**src/rtl/clkgen_prog_ctrl.sv**
```systemverilog
// Programming sequencer for DCM_CLKGEN tiles: serially loads D and M into one
// selected tile, issues GO, then waits for a PROGDONE rising edge or a timeout.
module clkgen_prog_ctrl #(
    parameter int N_CH    = 2,
    parameter int TIMEOUT = 4096
) (
    input  logic            CLK,
    input  logic            reset,
    input  logic            req,
    input  logic [2:0]      ch_sel,
    input  logic [7:0]      m_minus1,
    input  logic [7:0]      d_minus1,
    output logic            ready,
    output logic            done,
    output logic            err,
    output logic [1:0]      err_code,
    output logic [N_CH-1:0] PROGEN,
    output logic [N_CH-1:0] PROGDATA,
    input  logic [N_CH-1:0] PROGDONE
);

    localparam int TW = (TIMEOUT > 1) ? $clog2(TIMEOUT) : 1;
    localparam logic [TW-1:0] T_LAST = TW'(TIMEOUT - 1);

    localparam logic [1:0] E_BAD_M  = 2'b01;
    localparam logic [1:0] E_BAD_CH = 2'b10;
    localparam logic [1:0] E_TMO    = 2'b11;

    typedef enum logic [2:0] {
        S_IDLE,
        S_LOAD_D,
        S_GAP1,
        S_LOAD_M,
        S_GAP2,
        S_GO,
        S_WAIT
    } state_t;

    state_t          state, state_nxt;
    logic [3:0]      cnt, cnt_nxt;
    logic [TW-1:0]   tcnt, tcnt_nxt;
    logic [2:0]      ch, ch_nxt;
    logic [7:0]      m_q, m_nxt;
    logic [7:0]      d_q, d_nxt;
    logic            prev_done, prev_nxt;
    logic            done_nxt, err_nxt;
    logic [1:0]      code_nxt;

    logic [N_CH-1:0] ch_mask, mask_nxt;
    logic            sel_done, pdone_rise;
    logic            bad_ch, bad_m;
    logic [9:0]      pat_d, pat_m;
    logic            en_nxt, dat_nxt;

    assign ready = (state == S_IDLE);

    // Decode the latched channel (and the channel about to be latched) to masks.
    always_comb begin
        for (int i = 0; i < N_CH; i++) begin
            ch_mask[i]  = (ch == 3'(i));
            mask_nxt[i] = (ch_nxt == 3'(i));
        end
    end

    assign sel_done   = |(PROGDONE & ch_mask);
    assign pdone_rise = sel_done & ~prev_done;
    assign bad_ch     = ({1'b0, ch_sel} >= 4'(N_CH));
    assign bad_m      = (m_minus1 == 8'd0);

    always_comb begin
        state_nxt = state;
        cnt_nxt   = cnt;
        tcnt_nxt  = tcnt;
        ch_nxt    = ch;
        m_nxt     = m_q;
        d_nxt     = d_q;
        prev_nxt  = sel_done;
        done_nxt  = 1'b0;
        err_nxt   = 1'b0;
        code_nxt  = err_code;

        case (state)
            S_IDLE: begin
                prev_nxt = 1'b0;
                if (req) begin
                    if (bad_ch) begin
                        err_nxt  = 1'b1;
                        code_nxt = E_BAD_CH;
                    end else if (bad_m) begin
                        err_nxt  = 1'b1;
                        code_nxt = E_BAD_M;
                    end else begin
                        state_nxt = S_LOAD_D;
                        cnt_nxt   = 4'd0;
                        ch_nxt    = ch_sel;
                        m_nxt     = m_minus1;
                        d_nxt     = d_minus1;
                    end
                end
            end
            S_LOAD_D: begin
                if (cnt == 4'd9) begin
                    state_nxt = S_GAP1;
                    cnt_nxt   = 4'd0;
                end else begin
                    cnt_nxt = cnt + 4'd1;
                end
            end
            S_GAP1: begin
                if (cnt == 4'd1) begin
                    state_nxt = S_LOAD_M;
                    cnt_nxt   = 4'd0;
                end else begin
                    cnt_nxt = cnt + 4'd1;
                end
            end
            S_LOAD_M: begin
                if (cnt == 4'd9) begin
                    state_nxt = S_GAP2;
                    cnt_nxt   = 4'd0;
                end else begin
                    cnt_nxt = cnt + 4'd1;
                end
            end
            S_GAP2: begin
                if (cnt == 4'd1) begin
                    state_nxt = S_GO;
                    cnt_nxt   = 4'd0;
                end else begin
                    cnt_nxt = cnt + 4'd1;
                end
            end
            S_GO: begin
                state_nxt = S_WAIT;
                tcnt_nxt  = '0;
            end
            S_WAIT: begin
                // A PROGDONE edge wins over a timeout landing on the same cycle.
                if (pdone_rise) begin
                    state_nxt = S_IDLE;
                    done_nxt  = 1'b1;
                end else if (tcnt == T_LAST) begin
                    state_nxt = S_IDLE;
                    err_nxt   = 1'b1;
                    code_nxt  = E_TMO;
                    tcnt_nxt  = '0;
                end else begin
                    tcnt_nxt = tcnt + 1'b1;
                end
            end
            default: state_nxt = S_IDLE;
        endcase
    end

    // Serial frames are LSB first: D frame leads with 1,0 and M frame with 1,1.
    assign pat_d = {d_nxt, 2'b01};
    assign pat_m = {m_nxt, 2'b11};

    always_comb begin
        en_nxt  = 1'b0;
        dat_nxt = 1'b0;
        case (state_nxt)
            S_LOAD_D: begin
                en_nxt  = 1'b1;
                dat_nxt = pat_d[cnt_nxt];
            end
            S_LOAD_M: begin
                en_nxt  = 1'b1;
                dat_nxt = pat_m[cnt_nxt];
            end
            S_GO:     en_nxt = 1'b1;
            default:  ;
        endcase
    end

    always_ff @(posedge CLK) begin
        if (reset) begin
            state     <= S_IDLE;
            cnt       <= 4'd0;
            tcnt      <= '0;
            ch        <= 3'd0;
            m_q       <= 8'd0;
            d_q       <= 8'd0;
            prev_done <= 1'b0;
            done      <= 1'b0;
            err       <= 1'b0;
            err_code  <= 2'b00;
            PROGEN    <= '0;
            PROGDATA  <= '0;
        end else begin
            state     <= state_nxt;
            cnt       <= cnt_nxt;
            tcnt      <= tcnt_nxt;
            ch        <= ch_nxt;
            m_q       <= m_nxt;
            d_q       <= d_nxt;
            prev_done <= prev_nxt;
            done      <= done_nxt;
            err       <= err_nxt;
            err_code  <= code_nxt;
            PROGEN    <= en_nxt ? mask_nxt : '0;
            PROGDATA  <= (en_nxt & dat_nxt) ? mask_nxt : '0;
        end
    end

endmodule

```
**config.mk**
```make
export PLATFORM = sky130hd
export DESIGN_NAME = clkgen_prog_ctrl
export DESIGN_NICKNAME = d
export VERILOG_FILES = /design/src/rtl/clkgen_prog_ctrl.sv
export SDC_FILE = /design/constraint.sdc
export NUM_CORES = 1
export LEC_CHECK = 0
export ABC_AREA = 1
export CAP_MARGIN = 0
export CORE_MARGIN = 2
export CORE_UTILIZATION = 54
export CTS_CLUSTER_SIZE = 24
export DETAILED_ROUTE_END_ITERATION = 10
export GPL_TIMING_DRIVEN = 0
export PLACE_DENSITY = 0.79
export SLEW_MARGIN = 10
export SYNTH_ARGS = -nofsm -noshare
export SYNTH_HDL_FRONTEND = slang
export SYNTH_SLANG_ARGS = --single-unit
```
**constraint.sdc**
```tcl
create_clock -name CLK -period 2.3 [get_ports CLK]
set_clock_uncertainty 0.15 [all_clocks]
set_input_delay 0.345 -clock CLK [delete_from_list [all_inputs] [get_ports CLK]]
set_output_delay 0.345 -clock CLK [all_outputs]
set_load 0.01 [all_outputs]
```
; Word level (Yosys, flattened, before mapping)
; Index checks and enable logic that the tools add are counted.
[classes]
n_addsub = 2
mul = 0
n_div = 0
magnitude_cmp = 2
eq_ne = 18
n_shift = 0
n_mux = 50
bitwise_logic = 7
n_reduce_logical = 16
[ops]
columns = operator, count
row1 = $mux W8, 8
row2 = $mux W3, 13
row3 = $mux W12, 2
row4 = $pmux W12 S2, 1
row5 = $pmux W3 S7, 1
row6 = $mux W4, 5
row7 = $reduce_or A2 Y1, 7
row8 = $add A12 B1 Y12 const B, 1
row9 = $eq A12 B12 Y1 const B, 1
row10 = $eq A3 B1 Y1 const B, 4
row11 = $eq A3 B3 Y1 const B, 4
row12 = $pmux W4 S3, 1
row13 = $mux W2, 5
row14 = $eq A3 B2 Y1 const B, 3
row15 = $logic_not A3 Y1, 3
row16 = $mux W1, 9
row17 = $bmux W1 S4, 2
row18 = $logic_not A8 Y1, 1
row19 = $ne A2 B2 Y1 const B, 3
row20 = $lt A4 B5 Y1 const B, 1
row21 = $reduce_and A5 Y1, 1
row22 = $add A4 B1 Y4 const B, 1
row23 = $eq A4 B1 Y1 const B, 1
row24 = $eq A4 B4 Y1 const B, 1
row25 = 10 further kinds, 16
[totals]
regBits = 47
latchBits = 0
ram_bits = 0
mem_bits_ro = 0
inputBits = 24
out_inout_bits = 9
memories = 0

; Depth between registers and ports, before layout
; Gate-level depths: netlist of the first run.
[depth]
depth_word = 12
depth_mapped = 19
depth_no_buf = 19

; Worst setup path after synthesis of the first run
; OpenSTA, ideal clock, no wires.
[synth_path]
kind = input to register
startpoint = in ch_sel[1]
endpoint = reg PROGDATA[0]
setup_time_ns = 0.112
t_arrival_ns = 1.718
required_time_ns = 2.038
slack_ns = 0.319
path_stages = 16
n_path_buf = 1
cell_sequence = nor2_2 -> inv_2 -> nor3_4 -> nand2_2 -> buf_6 -> or2_0 -> o21ai_2 -> nand3_1 -> nand2_1 -> nand2_1 -> nand2_1 -> nand2_1 -> nand3_1 -> nand2_1 -> nand2_1 -> nor2_1
[synth_between]
elab_chain_cells = 10
[synth_rtl]
columns = item, line_no
row1 = "start, declared", 10  ; input logic [2:0] ch_sel,
row2 = $ge A3 B2 Y1, 67  ; assign bad_ch = ({1'b0, ch_sel} >= 4'(N_CH));
row3 = $mux W4 (tied with other cells), 86  ; if (bad_ch) begin
row4 = $mux W4 (tied with other cells), 85  ; if (req) begin
row5 = $pmux W4 S3 (tied with other cells), 82  ; case (state)
row6 = $bmux W1 S4 (tied with other cells), 169  ; dat_nxt = pat_m[cnt_nxt];
row7 = $mux W1 (implied by the code) (tied with other cells), 169
row8 = $pmux W1 S2 or $mux W1 (tied branches), 162  ; case (state_nxt)
row9 = $and A1 B1 Y1, 202  ; PROGDATA <= (en_nxt & dat_nxt) ? mask_nxt : '0;
row10 = $not A1 Y1 (no source line), -
row11 = $reduce_or A2 Y1 (no source line), -
row12 = "end signal, assigned", 202
row13 = "end, declared", 18  ; output logic [N_CH-1:0] PROGDATA,
; Parallel ways exist; a longest one is shown, timed or not. The select of a mux whose other input is x is not followed.
; A chain may end at the register's enable or synchronous reset.

; Final worst setup path of the first run
[layout_path]
startpoint = reg state[1]
endpoint = reg PROGDATA[0]
[layout_between]
elab_chain_cells = 10
[layout_rtl]
columns = item, line_no
row1 = "start, declared", 39  ; state_t state, state_nxt;
row2 = "start signal, assigned", 191  ; state <= state_nxt;
row3 = "parallel branches: the longest is 10 deep, another holds $pmux W4 S3", -
; Parallel ways; which one is timed is not known. The select of a mux whose other input is x is not followed.

==> metrics.md, run 1 <==
| Metric | Value |
|---|---|
| Status | `finished, final reports clean` |
| Syn nets | `379` |
| Post-DP HPWL | `3.89 mm` |
| Number of port buffers | `31` |
| Syn Inst Count | `352` |
| Worst Max-Slew Pin Slew | `0.529 ns` |
| Area of the multi-input gates | `1250 sq um` |
| Maxcap violations | `0` |
| TritonCTS buffer count | `5` |
| Switching pwr | `0.411 mW` |
| Layout cell share with drive strength beyond 1 | `15.5%` |
| Cell-internal power | `1.22 mW` |
| Max Root-Sink Buffers | `2` |
| Asr flop ratio synth | `0%` |
| Sw Ratio | `25.3%` |
| DRC violations left | `0` |
| Worst-path maximum fanout | `5` |
| Rel. slew slack | `64.8%` |
| # setup viols final | `0` |
| Tcrit/Tclk final | `96.1%` |
| Clock group share of total power | `33.8%` |
| Endpoints failing hold | `0` |
| Distinct cells, synth | `34` |
| Drt via density | `5.20` |
| Hold WS | `0.284 ns` |
| Ant diodes | `0` |
| Hold Crit Class | `flip-flop to flip-flop` |
| Critical Path RT | `2.36 ns` |
| TritonCTS clock tree | `done` |
| Largest net degree at the start of global routing | `14` |
| Routed Antenna Nets | `0` |
| Reg area | `953 sq um` |
| Vias in the first global route | `2075` |
| Final worst slack | `0.0905 ns` |
| Pre-antenna DRT Iters | `4` |
| Final Power | `1.63 mW` |
| Top FF cell, synth | `dfxtp_1` |
| Initial DRC Count | `103` |
| RSZ-0062 raised after global routing | `true` |
| Initial Utilization | `55.2%` |
| Mapped cell area | `2350 sq um` |
| Layout fillers | `364` |
| Seq/Total Area, Yosys | `40.0%` |
| Combinational share of power | `14.3%` |
| Tot GR Track Use | `22.6%` |
| Minimum clock period | `2.21 ns` |
| Chip Width | `70.0 microns` |
| Remaining Overflow, GRT | `0` |
| Critical Path AT | `2.27 ns` |
| Syn avg cell area | `6.69 sq um` |
| Fin. max-slew vios | `0` |
| Die Area | `4900 sq um` |
| # hold bufs at CTS | `0` |
| Reg clk slew, reported paths | `0.08 ns` |
| PD cells | `530 nW/um^2` |
| Core Footprint | `4260 sq um` |
| VDD IR-drop max | `0.339 mV` |
| Post-synth EDFFs | `0` |
| Htree depth | `2` |
| Total Wirelength | `5.71 mm` |
| CP Capture Type | `flip-flop` |
| Dpl ws | `-0.300 ns` |
| Final weighted congestion in routability-driven placement | `0.834` |
| Final layout net count | `426` |
| Initial antenna violation count | `0` |
| First-pass GRT wire length | `8.88 mm` |
| DR vias | `2351` |
| Routed WL per cell | `12.6 microns` |
| DIE HEIGHT | `70.0 microns` |
| Ys Warns | `0` |
| Register bit total from synthesis | `47` |
| Row cnt | `24` |
| TNS Setup | `0 ns` |
| Peak Freq | `0.453 GHz` |
| CTS Root Buffer Type | `clkbuf_8` |
| # clock sinks | `47` |
| Setup CP Type | `flip-flop to flip-flop` |
| Startpoint types | `flip-flop` |
| IO Count | `33` |
| Seq pwr share | `51.8%` |
| Leakage | `1.34 nW` |
| P&R area growth vs syn | `30.4%` |
| Fin util | `72.0%` |
| Worst-Skew Late Latency | `0.30 ns` |
[registers in the layout, summed over array words and instances (netlist names), 2 cells and up]
name,cells
PROGEN,2
err_code,2
ch,3
state,3
PROGDATA,2
tcnt,12
m_q,8
cnt,4
d_q,8
[path summary, 6_finish.rpt]
check	slack [ns]	from	depth (start not counted)	to
worst min-delay path	0.28	prev_done$_SDFF_PP0_	1	done$_SDFF_PP0_
worst max register to register	0.09	state[1]$_SDFF_PP0_	16	PROGDATA[0]$_SDFF_PP0_
worst min register to register	0.28	prev_done$_SDFF_PP0_	1	done$_SDFF_PP0_
worst max-delay path	0.09	state[1]$_SDFF_PP0_	16	PROGDATA[0]$_SDFF_PP0_
[cell type report]
class	instances	share of cell area (%)
Sequential cell	47	31.1
Inverter	62	7.66
Timing Repair Buffer	39	13.5
Tap cell	52	2.12
Clock buffer	8	3.26
Multi-Input combinational cell	238	40.6
Buffer	6	1.83
[placed cells by master (no fill, tap or decap), drive strengths merged, types with 3 or more instances in the layout]
master	Yosys	routed
or2	5	5
clkbuf	3	13
nor2	46	46
dfxtp	47	47
a21oi	18	18
nand4	5	5
dlymetal6s2s	0	3
o21ai	20	20
nand3	33	33
ha	3	3
buf	3	9
nand2	85	86
clkdlybuf4s50	0	28
nor3	9	9
inv	61	61
[synthesized netlist by cell type, drive strengths merged, types with 3 or more instances]
cell	number	area share [%]
ha	3	1.6
a21oi	18	4.0
o21ai	20	4.6
buf	3	1.3
nand2	85	14
or2	5	1.3
nand3	33	7.0
dfxtp	47	40
nor3	9	2.6
nand4	5	1.3
nor2	46	7.7
clkbuf	3	0.48
inv	61	9.7
[per-layer routing]
layer | wire (microns) | global-route usage [%]
met1 | 2370 | 27.6
met2 | 2840 | 37.2
met3 | 287 | 5.92
met4 | 220 | 10.3
met5 | 0 | 0
[power by group through the flow]
stage / sequential, mW / combinational [mW] / clock, mW
after global placement: 0.862 / 0.191 / 0
after CTS: 0.844 / 0.196 / 0.558
final: 0.844 / 0.233 / 0.550
after floorplan: 0.864 / 0.111 / 0
after detailed placement: 0.863 / 0.195 / 0
after global routing: 0.846 / 0.258 / 0.587
[cells by family (layout without fill, tap and decap cells)]
logic type	count (synthesis)	count (layout)	share of synthesized area [%]
fa+ha+maj	3	3	1.60
buf+inv	68	115	11.6
xor+xnor	2	2	0.744
mux	2	2	0.851
compound gates	45	45	10.8
simple gates	185	186	34.4
flops	47	47	40.0
[metrics by stage]
step	cells	cell area (sq um)
final	452	3070
after global routing	452	3070
after CTS	443	2830
after detailed placement	435	2730
after global placement	435	2730
after floorplan	352	2350
[worst max-delay path: stages (launching register included)]
cell	delay, ns
dfxtp_4	0.36
nor2_4	0.14
nand2_4	0.08
nor3_4	0.23
nand2_4	0.11
clkbuf_16	0.16
or2_1	0.21
o21ai_2	0.07
nand3_1	0.09
nand2_1	0.06
nand2_1	0.04
nand2_1	0.06
nand2_1	0.06
nand3_1	0.08
nand2_1	0.08
nand2_1	0.08
nor2_1	0.04
[repair_timing]
action / in CTS / in global routing
setup endpoints to repair: 0 / 9
buffers inserted: 0 / 6
gates resized for setup: 0 / 51
endpoints found under the hold margin: 0 / 0
No activity file was read; power rests on OpenSTA's default activity.
==> run 2, diff against run 1 <==
--- a/config.mk
+++ b/config.mk
@@ -17,3 +17,4 @@
 export SYNTH_ARGS = -nofsm -noshare
 export SYNTH_HDL_FRONTEND = slang
 export SYNTH_SLANG_ARGS = --single-unit
+export TNS_END_PERCENT = 20
==> constraint.sdc (replaced) <==
create_clock -name CLK -period 2.3 [get_ports CLK]
set_clock_uncertainty 0.15 [all_clocks]
set_input_delay 0.345 -clock CLK [delete_from_list [all_inputs] [get_ports CLK]]
set_output_delay 0.345 -clock CLK [all_outputs]
set_load 0.005 [all_outputs]
==> results of run 2 <==
The final DEF is identical to that of run 1. Status: finished, final reports clean.
Main changes from that run: total power 1.63 mW -> 1.62 mW
